===== src/rtl/mpp_pkg.sv =====
// Shared definitions for the mpp core and its program-fetch front end.
//   MPP_ADDR_W      : program address width
//   MPP_DATA_W      : instruction byte width
//   MPP_PROG_RD_BIT : bit of the core's out_signals bus carrying the program-read strobe
//   fetch_state_t   : states of the program-memory fetch FSM
package mpp_pkg;

  localparam int MPP_ADDR_W      = 16;
  localparam int MPP_DATA_W      = 8;
  localparam int MPP_PROG_RD_BIT = 1;

  typedef enum logic [1:0] {
    FETCH_IDLE,
    FETCH_REQ,
    FETCH_DISCARD
  } fetch_state_t;

endpackage


===== src/rtl/mpp_fetch_fifo.sv =====
// Circular byte buffer holding prefetched instruction bytes.
//   clk, rst   : clock, synchronous active-high reset
//   push       : write push_data at the tail
//   push_data  : byte to store
//   pop        : drop the head entry
//   flush      : empty the buffer; dominates push and pop
//   head_data  : oldest stored byte
//   count      : number of valid entries
// Simultaneous push and pop leave count unchanged. The caller never
// pushes when full or pops when empty.
module mpp_fetch_fifo #(
  parameter int DEPTH  = 4,
  parameter int DATA_W = 8
) (
  input  logic                       clk,
  input  logic                       rst,
  input  logic                       push,
  input  logic [DATA_W-1:0]          push_data,
  input  logic                       pop,
  input  logic                       flush,
  output logic [DATA_W-1:0]          head_data,
  output logic [$clog2(DEPTH):0]     count
);

  localparam int PTR_W = $clog2(DEPTH);
  localparam int CNT_W = PTR_W + 1;

  logic [DATA_W-1:0] store [DEPTH];
  logic [PTR_W-1:0]  rd_ptr;
  logic [PTR_W-1:0]  wr_ptr;

  // Pointers and occupancy; DEPTH is a power of two so pointers wrap naturally.
  always_ff @(posedge clk) begin
    if (rst) begin
      rd_ptr <= '0;
      wr_ptr <= '0;
      count  <= '0;
    end else if (flush) begin
      rd_ptr <= '0;
      wr_ptr <= '0;
      count  <= '0;
    end else begin
      if (push) wr_ptr <= wr_ptr + PTR_W'(1);
      if (pop)  rd_ptr <= rd_ptr + PTR_W'(1);
      if (push && !pop)      count <= count + CNT_W'(1);
      else if (pop && !push) count <= count - CNT_W'(1);
    end
  end

  // Byte storage carries no reset; occupancy alone says what is valid.
  always_ff @(posedge clk) begin
    if (push && !flush) store[wr_ptr] <= push_data;
  end

  assign head_data = store[rd_ptr];

endmodule


===== src/rtl/mpp_prog_fetch.sv =====
// Program-memory fetch stage in front of the mpp core's instruction input.
// Prefetches sequential bytes from a handshaked program memory into a small
// buffer so straight-line code is served one cycle after the request; any
// request that does not match the buffer head flushes and refetches.
//   clk, rst    : clock, synchronous active-high reset
//   core_rd     : core read request, held until core_ready
//   core_addr   : byte address requested by the core
//   core_instr  : returned byte, valid with core_ready, held otherwise
//   core_ready  : one-cycle pulse completing the core request
//   mem_req     : program memory request, held until mem_ack
//   mem_addr    : program memory address
//   mem_ack     : one-cycle acknowledge, mem_data valid in the same cycle
//   mem_data    : program memory read data
//   buf_count   : bytes currently in the prefetch buffer
module mpp_prog_fetch
  import mpp_pkg::*;
#(
  parameter int DEPTH  = 4,
  parameter int ADDR_W = MPP_ADDR_W,
  parameter int DATA_W = MPP_DATA_W
) (
  input  logic                    clk,
  input  logic                    rst,
  input  logic                    core_rd,
  input  logic [ADDR_W-1:0]       core_addr,
  output logic [DATA_W-1:0]       core_instr,
  output logic                    core_ready,
  output logic                    mem_req,
  output logic [ADDR_W-1:0]       mem_addr,
  input  logic                    mem_ack,
  input  logic [DATA_W-1:0]       mem_data,
  output logic [$clog2(DEPTH):0]  buf_count
);

  localparam int CNT_W = $clog2(DEPTH) + 1;
  localparam logic [CNT_W-1:0] FULL = CNT_W'(DEPTH);

  fetch_state_t      state;
  // head_addr: address of the oldest buffered byte.
  // fetch_addr: address of the byte after the last buffered one; while a
  // live request is out it equals mem_addr and advances on the acknowledge.
  logic [ADDR_W-1:0] head_addr;
  logic [ADDR_W-1:0] fetch_addr;
  logic [ADDR_W-1:0] fetch_next;
  logic [DATA_W-1:0] head_data;
  logic              rd_active;
  logic              hit;
  logic              miss;
  logic              push;
  logic              pop;
  logic [CNT_W-1:0]  count_after;

  mpp_fetch_fifo #(
    .DEPTH  (DEPTH),
    .DATA_W (DATA_W)
  ) u_fifo (
    .clk       (clk),
    .rst       (rst),
    .push      (push),
    .push_data (mem_data),
    .pop       (pop),
    .flush     (miss),
    .head_data (head_data),
    .count     (buf_count)
  );

  always_comb begin
    // The request is ignored in the cycle it is being answered.
    rd_active  = core_rd && !core_ready;
    hit        = rd_active && (buf_count != '0) && (core_addr == head_addr);
    // An empty buffer waiting on fetch_addr is a pending fill, not a miss.
    miss       = rd_active && ((buf_count == '0) ? (core_addr != fetch_addr)
                                                 : (core_addr != head_addr));
    // Data for a request made stale by this cycle's flush is dropped.
    push       = (state == FETCH_REQ) && mem_ack && !miss;
    pop        = hit;
    fetch_next = fetch_addr + ADDR_W'(1);
    count_after = buf_count;
    if (push && !pop)      count_after = buf_count + CNT_W'(1);
    else if (pop && !push) count_after = buf_count - CNT_W'(1);
  end

  // Core response, address tracking and fetch FSM.
  always_ff @(posedge clk) begin
    if (rst) begin
      core_ready <= 1'b0;
      core_instr <= '0;
      mem_req    <= 1'b0;
      mem_addr   <= '0;
      head_addr  <= '0;
      fetch_addr <= '0;
      state      <= FETCH_IDLE;
    end else begin
      core_ready <= hit;
      if (hit) core_instr <= head_data;

      if (miss) begin
        head_addr  <= core_addr;
        fetch_addr <= core_addr;
      end else begin
        if (pop)  head_addr  <= head_addr + ADDR_W'(1);
        if (push) fetch_addr <= fetch_next;
      end

      case (state)
        FETCH_IDLE: begin
          // After a flush, wait one cycle so the new fetch_addr is issued.
          if (!miss && (count_after < FULL)) begin
            state    <= FETCH_REQ;
            mem_req  <= 1'b1;
            mem_addr <= fetch_addr;
          end
        end
        FETCH_REQ: begin
          if (mem_ack) begin
            if (!miss && (count_after < FULL)) begin
              // Back-to-back request for the following byte.
              mem_addr <= fetch_next;
            end else begin
              state   <= FETCH_IDLE;
              mem_req <= 1'b0;
            end
          end else if (miss) begin
            // The request cannot be withdrawn; ride it out and drop its data.
            state <= FETCH_DISCARD;
          end
        end
        FETCH_DISCARD: begin
          if (mem_ack) begin
            state   <= FETCH_IDLE;
            mem_req <= 1'b0;
          end
        end
        default: begin
          state   <= FETCH_IDLE;
          mem_req <= 1'b0;
        end
      endcase
    end
  end

endmodule


===== config.mk =====
export PLATFORM = sky130hd
export DESIGN_NAME = mpp_prog_fetch
export DESIGN_NICKNAME = d
export VERILOG_FILES = /design/src/rtl/mpp_pkg.sv /design/src/rtl/mpp_fetch_fifo.sv /design/src/rtl/mpp_prog_fetch.sv
export SDC_FILE = /design/constraint.sdc
export NUM_CORES = 1
export LEC_CHECK = 0
export ABC_AREA = 1
export BUFFER_PORTS_ARGS = -buffer_cell sky130_fd_sc_hd__buf_2
export CAP_MARGIN = 0
export CORE_ASPECT_RATIO = 0.8
export CORE_MARGIN = 5
export CORE_UTILIZATION = 55
export DETAILED_ROUTE_END_ITERATION = 10
export GPL_TIMING_DRIVEN = 0
export PLACE_DENSITY = 0.76
export REMOVE_ABC_BUFFERS = 1
export SYNTH_ARGS = -nofsm -noshare
export SYNTH_HDL_FRONTEND = slang
export SYNTH_HIERARCHICAL = 1
export SYNTH_SLANG_ARGS = --single-unit
export TNS_END_PERCENT = 1

===== constraint.sdc =====
create_clock -name clk -period 3.65 [get_ports clk]
set_input_delay 0.365 -clock clk [delete_from_list [all_inputs] [get_ports clk]]
set_output_delay 0.365 -clock clk [all_outputs]
set_load 0.05 [all_outputs]

Yosys cells after proc, flatten, opt, wreduce, memory -nomap -nowiden
Memory sizes are Yosys's and may differ from the RTL's. A register that Yosys moved wholly into a read port is not among the register bits. Index checks and enable logic that the tools add are counted. Widths: inputs -> output; s select.

Register bits after elaboration: 59. Bits in latches: 0. Bits in writable memories: 32. Bits in read-only memories: 0. Input port bits: 28. Memories kept: 1.

$add $sub $neg: 6. Multiply operators: 0. Div/mod/pow operators: 0. Order comparisons: 1. Eq/ne operators: 12. Shift-type cells: 0. Muxes and demuxes: 24. Bitwise logic cells: 0. Reductions and logical operators: 24.

Memories: u_fifo.store (words 4, bits a word 8, read ports 1, clocked after memory_dff 1, wr ports 1, RTL line mpp_fetch_fifo.sv:28) `logic [DATA_W-1:0] store [DEPTH];`.

Operator list (number): $mux 16 (7); $add 16x1->16 const B (2); $ne 16x16->1 (2); $pmux 16 s2 (1); $eq 16x16->1 (1); $reduce_and 4->1 (3); $logic_and 1x1->1 (10); $mux 2 (5); $ne 2x2->1 const B (4); $mux 1 (7); $mux 3 (2); $pmux 2 s3 (1); $reduce_bool 2->1 (3); $add 2x1->2 const B (2); $logic_not 1->1 (4); $add 3x1->3 const B (1); $logic_not 3->1 (1); $lt 3x3->1 const B (1); $ne 3x2->1 const B (1); $ne 3x3->1 const B (1); $pmux 1 s3 (1); $reduce_bool 3->1 (1); $sub 3x1->3 const B (1); $eq 2x1->1 const B (1); 4 further kinds (4).

Logic depth before layout (Yosys ltp)
Depth in word-level cells: 14. Mapped depth: 22. Depth with buffers taken out: 21.

Hierarchy
The synthesis kept the hierarchy.

By module, submodules not included: mpp_prog_fetch (times used 1, cells an instance 610, area an instance 3769.9 µm², seq. area each 1201.2 µm²); mpp_fetch_fifo (times used 1, cells an instance 135, area an instance 1644.1 µm², seq. area each 1141.1 µm²).

Worst setup path before layout
No wires, ideal clock.

Path type: flip-flop to flip-flop. Start point: register u_fifo.count[2]. End point: memory u_fifo.store[0][0] (enable). Setup time: 0.371 ns. Arrival: 2.652 ns. Data required time: 3.279 ns. Path slack: 0.628 ns. Cell stages (with the launch flop): 15. Period minus slack after synthesis: 3.022 ns. Cell sequence: dfxtp_1 > inv_2 > nand2_4 > nand3_1 > nor2_1 > nand2_1 > nand2_1 > nand2_1 > nand2_4 > nand2_2 > inv_1 > buf_2 > inv_1 > or2_2 > nor2_1.

Cells in the longest elaborated chain, start to end: 8.

RTL lines: from (decl) (RTL line mpp_fetch_fifo.sv:22) `output logic [$clog2(DEPTH):0] count`; from (signal assigned) (RTL line mpp_fetch_fifo.sv:45) `if (push && !pop) count <= count + CNT_W'(1);`; from (signal assigned) (RTL line mpp_fetch_fifo.sv:46) `else if (pop && !push) count <= count - CNT_W'(1);`; $logic_not 3->1 (RTL line mpp_prog_fetch.sv:72) `miss = rd_active && ((buf_count == '0) ? (core_addr != fetch_addr)`; $mux 1 (RTL line mpp_prog_fetch.sv:72); $logic_and 1x1->1 (RTL line mpp_prog_fetch.sv:72); $logic_not 1->1 (RTL line mpp_prog_fetch.sv:75) `push = (state == FETCH_REQ) && mem_ack && !miss;`; $logic_and 1x1->1 (RTL line mpp_prog_fetch.sv:75); net push (RTL line mpp_prog_fetch.sv:49) `logic push;`; $logic_and 1x1->1 (RTL line mpp_fetch_fifo.sv:52) `if (push && !flush) store[wr_ptr] <= push_data;`; $mux 1 (RTL line mpp_fetch_fifo.sv:52); $mux 1 (not written as such) (RTL line mpp_fetch_fifo.sv:52); to (decl) (RTL line mpp_fetch_fifo.sv:28).

The timed path passes the listed nets, and every way through them passes these cells.

Worst setup path in the final report
Start point: register state[0]. End point: memory u_fifo.store[0][3] (enable).

Cells in the longest elaborated chain, start to end: 6.

RTL lines: from (decl) (RTL line mpp_prog_fetch.sv:38) `fetch_state_t state;`; from (signal assigned) (RTL line mpp_prog_fetch.sv:92) `state <= FETCH_IDLE;`; from (signal assigned) (RTL line mpp_prog_fetch.sv:109) `state <= FETCH_REQ;`; from (signal assigned) (RTL line mpp_prog_fetch.sv:120) `state <= FETCH_IDLE;`; $eq 2x1->1 (RTL line mpp_prog_fetch.sv:75); $logic_and 1x1->1 (2 in series) (RTL line mpp_prog_fetch.sv:75); $logic_and 1x1->1 (RTL line mpp_fetch_fifo.sv:52); $mux 1 (RTL line mpp_fetch_fifo.sv:52); $mux 1 (not written as such) (RTL line mpp_fetch_fifo.sv:52).

No other way between the ends.

==> flow_summary.toml <==
[power_and_ir_drop]
power.total_mw = 2.56
irDropWorstVdd_mv = 0.217
p_per_area_mw_per_mm2 = 421
power_leakage_nw = 2.73

[route]
drt-pass1-iter-count = 5
drc_errors = 0
vias = 5004
wirelength_mm = 13.6
ant_nets = 0
vias_per_cell = 5.36
drtIter0Drc = 555
wl_per_cell_um = 14.6

[grt]
grt_max_degree = 44
track_usage = 0.233
grt_pass1_vias = 4704
grt_pass1_wl_mm = 22.4
overflow = 0
antenna_found_initial = 0

[sta]
slew_headroom = 0.112
drv_slew = 0
worst_pin_slew_ns = 1.33
max_freq_mhz = 295
fin_skew_ns = 0.00859
hold_viol = 0
period_minus_slack_ns = 3.39
rsz0062_at_grt = "no"
setup_viol = 0
layout_worst_path_cycle_share = 0.930
finalWorstSetupSlack_ns = 0.256

[place]
dp_worst_setup_slack_ns = -0.467
place_hpwl_mm = 9.81
gp_congestion = 0.910
postPlaceCellArea_mm2 = 0.00576
numPortBuffers = 56

[final_layout]
regArea_mm2 = 0.00234
post-route-util = 0.630
drive_above_1_share = 0.123
num-nets-final = 828
antenna_cells = 0
multiInputGateArea_mm2 = 0.00257
area_delta_synth_final_pct = 12.2
final_area_mm2 = 0.00608
nFillCells = 859

[cts]
clockRootBuffer = "clkbuf_16"
cts_tree = "yes"
insertion_delay_ns = 0.35
ctsHoldBuffers = 0
cts_sinks = 101
htree_num_levels = 3
clkTransAtPathRegs_ns = 0.06
numCtsBuffers = 9
clockBufferDepth = 2

[floorplan]
core_area_mm2 = 0.00965
initial_core_util = 0.561
fp.dieArea_mm2 = 0.0119
num_io_pins = 57
die_h_um = 98.7
die_w_um = 121
core.rowCount = 32

[logic_synthesis]
synth-seq-cells = 101
yosys_warnings = 6
synth_edf_count = 32
yosysMostFrequentCell = "nand2_1"
synth_flop_cell = "dfxtp_1"
yosysTopAreaCell = "dfxtp_1"
synthDistinctLibCells = 38
async_flop_share = 0
synth-xor-area-share = 0.0502
ys_top_cells_by_area = "dfxtp_1 (26%), edfxtp_1 (18%), nand2_1 (12%)"
synth_simple_gate_area_frac = 0.271
synth_top_family_by_area = "simple AND/OR/NAND/NOR gates"
syn_area_per_cell_um2 = 7.27
synth.top_cell.area_share = 0.255
ys_seq_area_frac = 0.433
synthAdderAreaFrac = 0.0199
synth_area_mm2 = 0.00541
yosys-top-cells-count = "nand2_1 (167), nor2_1 (117), inv_1 (104), dfxtp_1 (69), o21ai_0 (55)"
synthMuxAreaShare = 0
syn_inst = 745
synth_compound_area_frac = 0.131

[setup_path]
cp_max_fo = 24
required_ns = 3.63
endpoint_kind = "flop"
crit_type = "reg2reg"
crit_arrival_ns = 3.37
crit_path_start_kind = "flop"

[worst_hold_path]
hp-class = "in2reg"

[job]
maxCapViolCount = 0

[run_status]
outcome = "finished, final reports clean"
[per-stage QoR]
step / hold WS (ns) / instances / TNS, ns
floorplan: 0.412 / 725 / 0
global placement: 0.423 / 917 / -9.12
detailed placement: 0.442 / 917 / -13.08
CTS: 0.224 / 933 / 0
global route: 0.224 / 933 / 0
finish: 0.234 / 933 / 0
[cells in the final DEF (no fill, tap or decap), drive strengths merged, types with 8 or more instances in the layout]
cell,synthesis,final
a21oi,16,16
nor2,124,124
clkbuf,11,12
xor2,22,22
o21ai,70,70
xnor2,9,9
o22ai,8,8
inv,109,108
buf,9,56
o211ai,12,12
edfxtp,32,32
nand3,40,40
dfxtp,69,69
nor3,8,8
nand2,171,171
[cells by family (layout without fill, tap and decap cells)]
kind of cell               count (synthesis)  after routing
AOI/OAI and AO/OA                        122            122
xor gates and xnor gates                  31             31
adders and majority gates                  8              8
buffers and inverters                    129            181
DFF                                      101            101
and+or+nand+nor                          354            354
[registers in the layout, summed over array words and instances (netlist names), named ones only]
| name | cells |
|---|---|
| u_fifo/store | 32 |
| fetch_addr | 16 |
| head_addr | 16 |
| mem_addr | 16 |
| core_instr | 8 |
| u_fifo/count | 3 |
| state | 2 |
| u_fifo/rd_ptr | 2 |
| u_fifo/wr_ptr | 2 |
| core_ready | 1 |
| mem_req | 1 |
[where the power goes]
part,internal [mW],switching (mW)
combinational,0.111,0.260
sequential,1.20,0.0347
clock,0.549,0.402
[worst max-delay path: stages (launching register included)]
cell        delay (ns)
dfxtp_1           0.33
inv_1             0.08
nor2_4            0.43
inv_1             0.40
nor2_2            0.33
nand2_2           0.22
clkinvlp_4        0.30
inv_1             0.12
or2_2             0.35
nor2_2            0.45
[final timing paths]
path | startpoint | endpoint | slack [ns] | cells after the start
setup / recovery | state[0]$_SDFFE_PP0P_ | u_fifo/store[0][3]$_DFFE_PP_ | 0.26 | 9
hold / removal | mem_data[3] | u_fifo/store[0][3]$_DFFE_PP_ | 0.23 | 1
setup reg to reg | state[0]$_SDFFE_PP0P_ | u_fifo/store[0][3]$_DFFE_PP_ | 0.26 | 9
hold reg to reg | mem_req$_SDFFE_PP0P_ | mem_req$_SDFFE_PP0P_ | 0.46 | 2
[cell type report]
type,instances,area share
Inverter,109,0.0684
Timing Repair Buffer,56,0.0461
Clock inverter,4,0.00783
Clock buffer,12,0.0406
Multi-Input combinational cell,515,0.424
Sequential cell,101,0.386
Tap cell,136,0.0280
[layer usage]
metal | global-route usage | wire (um) | up-vias | share of wire
met1 | 0.315 | 6190 | 2311 | 0.45
met4 | 0.0767 | 242 | 0 | 0.018
li1 | - | - | 2478 | -
met5 | 0 | 0 | - | 0
met2 | 0.369 | 6160 | 189 | 0.45
met3 | 0.0574 | 1050 | 26 | 0.077
[timing repair]
action,4_1_cts,5_1_grt
resized for setup,3,4
endpoints found under the setup margin,33,49
buffers inserted,0,0
Note: power is estimated with default switching activity, not from simulation.
